===== config.mk =====
export PLATFORM = sky130hd
export DESIGN_NAME = tmr_fault_monitor
export DESIGN_NICKNAME = d
export VERILOG_FILES = /design/src/rtl/tmr_fault_monitor.sv
export SDC_FILE = /design/constraint.sdc
export NUM_CORES = 1
export LEC_CHECK = 0
export ABC_CLOCK_PERIOD_IN_PS = 4900
export CAP_MARGIN = 20
export CORE_MARGIN = 3
export CORE_UTILIZATION = 35
export CTS_CLUSTER_DIAMETER = 150
export DETAILED_ROUTE_END_ITERATION = 10
export GPL_ROUTABILITY_DRIVEN = 0
export GPL_TIMING_DRIVEN = 0
export SLEW_MARGIN = 20
export SYNTH_ARGS = -nofsm -noshare
export SYNTH_HDL_FRONTEND = slang
export SYNTH_SLANG_ARGS = --single-unit

===== constraint.sdc =====
create_clock -name clk -period 4.9 [get_ports clk]
set_clock_uncertainty 0.05 [all_clocks]
set_input_delay 0.735 -clock clk [delete_from_list [all_inputs] [get_ports clk]]
set_output_delay 0.735 -clock clk [all_outputs]
set_load 0.05 [all_outputs]

===== src/rtl/tmr_fault_monitor.sv =====
// Triple-modular-redundancy monitor: votes three replica values, tracks
// per-replica mismatch history and raises a sticky interrupt on permanent
// failures or on samples without any majority.
module tmr_fault_monitor #(
  parameter int unsigned WIDTH       = 4,
  parameter int unsigned CNT_WIDTH   = 8,
  parameter int unsigned PERM_THRESH = 3
) (
  input  logic                 clk,
  input  logic                 rst,
  input  logic                 sample,
  input  logic [WIDTH-1:0]     q_1,
  input  logic [WIDTH-1:0]     q_2,
  input  logic [WIDTH-1:0]     q_3,
  input  logic                 ack,
  input  logic                 clear_perm,
  output logic [WIDTH-1:0]     voted_q,
  output logic [2:0]           fault_vec,
  output logic [CNT_WIDTH-1:0] err_cnt_1,
  output logic [CNT_WIDTH-1:0] err_cnt_2,
  output logic [CNT_WIDTH-1:0] err_cnt_3,
  output logic [2:0]           perm_fail,
  output logic                 no_majority,
  output logic                 irq
);

  typedef enum logic [1:0] {
    OK,
    SUSPECT,
    FAILED
  } state_t;

  localparam logic [CNT_WIDTH-1:0] CNT_MAX = '1;
  localparam logic [3:0]           THRESH  = 4'(PERM_THRESH);

  state_t               state     [3];
  state_t               state_nxt [3];
  logic [3:0]           run       [3];
  logic [3:0]           run_nxt   [3];
  logic [CNT_WIDTH-1:0] cnt       [3];

  logic [WIDTH-1:0]     vote;
  logic [2:0]           mism;
  logic                 all_diff;
  logic [2:0]           enter_fail;
  logic                 set_evt;

  // Majority vote with bitwise fallback when no two replicas agree
  always_comb begin
    vote = (q_1 & q_2) | (q_1 & q_3) | (q_2 & q_3);
    if ((q_1 == q_2) || (q_1 == q_3)) begin
      vote = q_1;
    end else if (q_2 == q_3) begin
      vote = q_2;
    end
  end

  // Per-replica mismatch against the vote, and the no-majority condition
  always_comb begin
    mism[0]  = (q_1 != vote);
    mism[1]  = (q_2 != vote);
    mism[2]  = (q_3 != vote);
    all_diff = (q_1 != q_2) && (q_1 != q_3) && (q_2 != q_3);
  end

  // Replica health state and consecutive-mismatch run length
  always_ff @(posedge clk or negedge rst) begin
    if (!rst) begin
      for (int unsigned i = 0; i < 3; i++) begin
        state[i] <= OK;
        run[i]   <= '0;
      end
    end else begin
      for (int unsigned i = 0; i < 3; i++) begin
        state[i] <= state_nxt[i];
        run[i]   <= run_nxt[i];
      end
    end
  end

  // Next-state: clear_perm releases FAILED on any cycle; evaluation only on
  // sample cycles that have a majority
  always_comb begin
    for (int unsigned i = 0; i < 3; i++) begin
      state_nxt[i]  = state[i];
      run_nxt[i]    = run[i];
      enter_fail[i] = 1'b0;
      case (state[i])
        FAILED: begin
          if (clear_perm) begin
            state_nxt[i] = OK;
            run_nxt[i]   = '0;
          end
        end
        OK: begin
          if (sample && !all_diff && mism[i]) begin
            state_nxt[i] = SUSPECT;
            run_nxt[i]   = 4'd1;
          end
        end
        SUSPECT: begin
          if (sample && !all_diff) begin
            if (mism[i]) begin
              run_nxt[i] = run[i] + 4'd1;
              if ((run[i] + 4'd1) == THRESH) begin
                state_nxt[i]  = FAILED;
                enter_fail[i] = 1'b1;
              end
            end else begin
              state_nxt[i] = OK;
              run_nxt[i]   = '0;
            end
          end
        end
        default: begin
          state_nxt[i] = OK;
          run_nxt[i]   = '0;
        end
      endcase
    end
  end

  // Permanent-failure indication decoded from replica state
  always_comb begin
    for (int unsigned i = 0; i < 3; i++) begin
      perm_fail[i] = (state[i] == FAILED);
    end
  end

  // Registered vote result and mismatch vector, updated on sample cycles
  always_ff @(posedge clk or negedge rst) begin
    if (!rst) begin
      voted_q   <= '0;
      fault_vec <= '0;
    end else if (sample) begin
      voted_q   <= vote;
      fault_vec <= mism;
    end
  end

  // Saturating mismatch counters, independent of replica state
  always_ff @(posedge clk or negedge rst) begin
    if (!rst) begin
      for (int unsigned i = 0; i < 3; i++) begin
        cnt[i] <= '0;
      end
    end else begin
      for (int unsigned i = 0; i < 3; i++) begin
        if (sample && mism[i] && (cnt[i] != CNT_MAX)) begin
          cnt[i] <= cnt[i] + 1'b1;
        end
      end
    end
  end

  assign err_cnt_1 = cnt[0];
  assign err_cnt_2 = cnt[1];
  assign err_cnt_3 = cnt[2];

  assign set_evt = (|enter_fail) || (sample && all_diff);

  // Sticky flags; a coincident set event outranks ack
  always_ff @(posedge clk or negedge rst) begin
    if (!rst) begin
      no_majority <= 1'b0;
      irq         <= 1'b0;
    end else begin
      if (sample && all_diff) begin
        no_majority <= 1'b1;
      end else if (ack) begin
        no_majority <= 1'b0;
      end
      if (set_evt) begin
        irq <= 1'b1;
      end else if (ack) begin
        irq <= 1'b0;
      end
    end
  end

endmodule


**Word level (Yosys, flattened, before mapping)**

Index checks and enable logic that the tools add are counted.

- Add/sub/neg operators: 6
- $mul: 0
- Divide/modulo/power cells: 0
- $lt $le $gt $ge: 0
- Eq/ne operators: 33
- Shifts and indexed selects: 0
- Multiplexer cells: 46
- Bitwise operators: 5
- Reductions and logical operators: 28

Operators by type and width:

| operator | number |
|---|---|
| 2-to-1 mux 4 bit | 12 |
| case mux 4 bit (3 select lines) | 3 |
| 2-to-1 mux 2 bit | 13 |
| adder 8 x 1 -> 8 bit (second input constant) | 3 |
| inequality test 4 bit | 6 |
| inequality test 8 bit (second input constant) | 3 |
| inequality test 2 bit (second input constant) | 9 |
| case mux 2 bit (3 select lines) | 3 |
| 2-to-1 mux 1 bit | 15 |
| logical AND 1 bit | 13 |
| adder 4 x 1 -> 4 bit (second input constant) | 3 |
| AND 4 bit | 3 |
| equality test 4 x 2 -> 1 bit (second input constant) | 3 |
| equality test 4 bit | 3 |
| AND reduction 4 bit | 3 |
| inequality test 3 bit (second input constant) | 3 |
| AND reduction 3 bit | 3 |
| OR 4 bit | 2 |
| equality test 2 x 1 -> 1 bit (second input constant) | 3 |
| equality test 2 bit (second input constant) | 3 |
| zero test 2 bit | 3 |
| nonzero test 2 bit | 2 |
| OR reduction 3 bit | 1 |
| logical OR 1 bit | 2 |
| zero test 1 bit | 1 |

- Flip-flop bits (word level): 51
- Bits in latches: 0
- Bits in writable memories: 0
- Bits in read-only memories: 0
- Memories kept: 0

**Logic depth before layout (Yosys ltp)**

- Word-level depth: 12
- Mapped depth: 10
- Mapped depth without buffers: 8

**Worst setup path before layout**

No wires, ideal clock.

- Path kind: input to register
- Start: in q_2[3]
- End: reg run[1] in the netlist's numbering
- Arrival time: 3160 ps
- Data required time: 4725 ps
- Path slack: 1565 ps
- Stages on the path: 9
- Path through: ha_1 > or4_1 > buf_2 > mux2i_2 > xor2_1 > a31oi_1 > nor3_2 > a211o_2 > mux2_2

- Longest elaborated chain between the ends: 9
- Elaborated cells on any way between the ends: 23
- Classes of those cells: eq/ne: 7; mux: 5; bitwise: 4; reduce/logical: 7

Ends and longest elaborated chain:

| item | line | source |
|---|---|---|
| from (decl) | 13 | `input logic [WIDTH-1:0] q_2,` |
| AND 4 bit | 50 | `vote = (q_1 & q_2) \| (q_1 & q_3) \| (q_2 & q_3);` |
| OR 4 bit (2 in a row) | 50 |  |
| 2-to-1 mux 4 bit | 53 | `end else if (q_2 == q_3) begin` |
| 2-to-1 mux 4 bit | 51 | `if ((q_1 == q_2) \|\| (q_1 == q_3)) begin` |
| inequality test 4 bit | 62 | `mism[2] = (q_3 != vote);` |
| 2-to-1 mux 4 bit or logical AND 1 bit (tied branches) | 103, 96 |  |
| 2-to-1 mux 4 bit or inequality test 2 bit (tied branches) | - |  |
| case mux 4 bit (3 select lines) or AND reduction 3 bit (tied branches) | - |  |
| to (signal, indexed assignment) | 76 | `run[i] <= run_nxt[i];` |
| to (decl) | 38 | `logic [3:0] run [3];` |

Parallel ways exist; a longest one is shown, timed or not. The select of a mux whose other input is x is not followed.
A chain may end at the register's enable or synchronous reset.

**Worst setup path after layout**

- Start: in q_3[3]
- End: reg run[1] in the netlist's numbering

- Longest elaborated chain between the ends: 9
- Elaborated cells on any way between the ends: 23
- Classes of those cells: eq/ne: 7; mux: 5; bitwise: 4; reduce/logical: 7

Ends and longest elaborated chain:

| item | line | source |
|---|---|---|
| from (decl) | 14 | `input logic [WIDTH-1:0] q_3,` |
| AND 4 bit | 50 |  |
| OR 4 bit (2 in a row) | 50 |  |
| 2-to-1 mux 4 bit | 53 |  |
| 2-to-1 mux 4 bit | 51 |  |
| inequality test 4 bit | 62 |  |
| 2-to-1 mux 4 bit or logical AND 1 bit (tied branches) | 103, 96 |  |
| 2-to-1 mux 4 bit or inequality test 2 bit (tied branches) | - |  |
| case mux 4 bit (3 select lines) or AND reduction 3 bit (tied branches) | - |  |

Parallel ways exist; a longest one is shown, timed or not. The select of a mux whose other input is x is not followed.

==> reports/qor.csv <==
stage,metric,value,unit
outcome,status,completed,
yosys,Ys Warns,0,
power,maximum VDD drop,0.3051,mV
setup_path,CP cell instances,"clkdlybuf4s50_1, ha_1, or4_1, buf_2, mux2i_2, xor2_1, a31oi_1, nor3_2, a211o_2, mux2_2",
die,total I/O pin count,53,
setup_path,"Req. time, crit path",5.04,ns
clock_tree,setup bufs post-CTS,0,
clock_tree,clk_lat worst skew,0.31,ns
sta,Final min period,3.847,ns
setup_path,Critical R2R Capture,err_cnt_2[1],
sta,Max transition margin,49.04,%
placed_design,hpwl dp,5373,um
setup_path,Critical Path AT,3.99,ns
yosys,sequential area share after synthesis,40.44,%
setup_path,Worst Path Max Fanout,5,
detailed_routing,Vias/cell,5.235,
sta,Pins Over Slew Limit,0,
final_layout,Register Area,0.001276,mm^2
clock_tree,CTS Buf Count,5,
setup_path,Top Family by Delay on Critical Path,compound AO/OA/AOI/OAI gates,
detailed_routing,Vias,2586,
setup_path,R2R Path Start,err_cnt_2[0],
power,leakage power total,1.653,nW
die,FP Rows,34,
clock_tree,post-CTS resize count,0,
final_layout,post-route insts no fill,494,
run,max cap viols,0,
global_routing,largest net degree at the start of global routing,52,
yosys,synthesized area per cell,9.650,um^2
die,die width,101.0,um
yosys,"flops & latches, synth",51,
clock_tree,Clock Root Buffer,clkbuf_8,
global_routing,antenna violations before repair,0,
final_layout,share of post-route cells with drive strength above 1,6.218,%
die,chip height,101.0,um
die,core area,0.008721,mm^2
yosys,synthesized netlist cell count,327,
power,cell area power density,527.3,mW/mm^2
final_layout,Fill cells,839,
clock_tree,# hold bufs at CTS,0,
clock_tree,clock-pin slew on the worst setup and hold paths,0.09,ns
setup_path,Worst Setup Path Type,input pin to flop,
clock_tree,CTS tree,done,
clock_tree,Clock Sinks,51,
global_routing,first-pass GRT wire length,12430,um
detailed_routing,drt total wl,7137,um
final_layout,Final nets,423,
global_routing,global-route usage over all layers,15.14,%
setup_path,Bufs and invs on worst path,2,
placed_design,Port Buf Inserts,51,
yosys,async set-reset flop share out of synthesis,100.0,%
global_routing,vias in the first global route,2615,
sta,"Setup violations, final",0,
hold_path,Hold Crit Class,input pin to asynchronous set/reset pin,
detailed_routing,Antenna Nets Post-Route,0,
global_routing,total grt overflow,0,
die,Initial Utilization,36.18,%
detailed_routing,# DRC,0,
sta,FMAX,0.2599,GHz
yosys,Post-synth EDFFs,0,
clock_tree,Max clock buf depth,2,
clock_tree,H-tree depth,2,
sta,Fin Setup TNS,0,ns
setup_path,R2R Setup Slk,2.94,ns
die,die area,0.01019,mm^2
setup_path,Crit path largest cell delay,0.57,ns
setup_path,crit end category,flop,
yosys,ys flop type,dfrtp_1,
detailed_routing,Avg WL per Cell,14.45,um
sta,Worst-Margin Slew,0.7586,ns
final_layout,# diodes,0,
final_layout,cell area after layout,0.003884,mm^2
setup_path,CP startpoint kind,input pin,
yosys,synthesized net count,365,
detailed_routing,Detailed Routing Iterations Pass 1,4,
sta,RSZ-0062 raised after global routing,no,
final_layout,Area Overhead vs Synth,23.08,%
placed_design,cell area after placement,0.003799,mm^2
sta,final hold violations,0,
setup_path,R2R cell count,5,
placed_design,Placed Instances,486,
yosys,count of cell types in the netlist,48,
yosys,Synth Cell Area,0.003156,mm^2
setup_path,"Slowest-stage cell, CP",clkdlybuf4s50_1,
final_layout,area taken by multi-input logic gates,0.001798,mm^2
detailed_routing,Starting DRT DRC Count,86,
sta,fin crit share,78.52,%
## flip-flops by register name (all words and copies together), names as in the netlist
| name | count |
|---|---|
| err_cnt_3 | 8 |
| no_majority | 1 |
| irq | 1 |
| err_cnt_2 | 8 |
| err_cnt_1 | 8 |
| fault_vec | 3 |
| voted_q | 4 |
| run | 12 |
| state | 6 |
## routing by layer
| metal | GRT usage, % | vias up | share of wire, % |
|---|---|---|---|
| met1 | 20.42 | 1226 | 49 |
| met2 | 24.00 | 53 | 46 |
| met3 | 3.806 | 10 | 4.4 |
| li1 | - | 1297 | - |
| met5 | 0 | - | 0 |
| met4 | 4.499 | 0 | 1.3 |
## Yosys cell counts (3+ instances only)
library cell,instances,area (um^2)
dfrtp_1,51,1276
nor2_1,28,105.1
a21oi_1,22,110.1
nand2_1,22,82.58
xor2_1,22,192.7
ha_1,21,262.8
nand3_1,18,90.09
inv_1,14,52.55
xnor2_1,14,122.6
nor3_1,9,45.04
nor4_1,8,50.05
nand2b_1,7,43.79
o21ai_0,7,35.03
or3_1,7,43.79
a21o_1,5,37.54
a31oi_1,5,31.28
clkbuf_1,5,18.77
o21ai_1,5,25.02
o31ai_1,5,37.54
nand3b_1,4,30.03
nand4_1,4,25.02
a211o_1,3,26.28
and3_1,3,18.77
mux2_1,3,33.78
or4_1,3,22.52
## worst reg2reg max path, stage by stage (launching register included)
cell,delay [ns]
dfrtp_1,0.43
ha_1,0.23
nand3_1,0.12
o21ai_0,0.16
a21oi_1,0.49
mux2_1,0.38
## layout by cell type, fill, tap and decap left out, drive strengths merged, types with 6 or more instances in the layout
cell type / count
nor4: 8
clkbuf: 11
xnor2: 16
nor3: 10
nand3: 18
nand2: 22
o21ai: 12
nand2b: 7
a21oi: 22
or3: 7
inv: 14
ha: 21
nor2: 28
clkdlybuf4s50: 50
o31ai: 6
dfrtp: 51
xor2: 22
## worst max-delay path by stage
stage	start	end	slack (ns)	cells past startpoint
after floorplan	q_2[3]	run[1]	1.57	9
after global placement	q_3[3]	run[1]	0.70	10
after detailed placement	q_2[3]	run[1]	0.73	10
after CTS	q_3[3]	run[1]	1.05	10
after global routing	q_3[3]	run[1]	0.97	10
final	q_3[3]	run[1]	1.05	10
## layout make-up
type	count	area share [%]
Multi-Input combinational cell	255	46.30
Inverter	14	1.353
Sequential cell	51	32.86
Clock buffer	6	1.869
Timing Repair Buffer	51	13.08
Buffer	7	0.7410
Clock inverter	2	0.3222
Tap cell	108	3.479
## through the flow
| step | hold WS (ns) | power, mW | utilization, % | worst slack, ns |
|---|---|---|---|---|
| after CTS | 0.4139 | 2.073 | 44.53 | 1.046 |
| after global placement | 0.4139 | 1.799 | 43.59 | 0.7012 |
| final | 0.3941 | 2.048 | 44.53 | 1.053 |
| after global routing | 0.4332 | 2.202 | 44.53 | 0.9740 |
| after detailed placement | 0.4235 | 1.823 | 43.56 | 0.7283 |
| after floorplan | 0.3894 | 1.474 | - | 1.565 |
## where the power goes
part / internal, mW / switching [mW] / total (mW)
Clock: 0.100 / 0.140 / 0.240
Sequential: 0.574 / 0.190 / 0.764
Combinational: 0.397 / 0.646 / 1.04
## kinds of logic (layout without fill, tap and decap cells)
kind of cell	after synthesis	count (layout)	share of synthesized area, %
buf+inv	21	80	2.577
compound gates	68	68	15.23
fa+ha+maj	21	21	8.327
mux	9	9	3.291
xor+xnor	38	38	11.02
flops	51	51	40.44
simple gates	119	119	19.11
(Power assumes the default switching activity.)
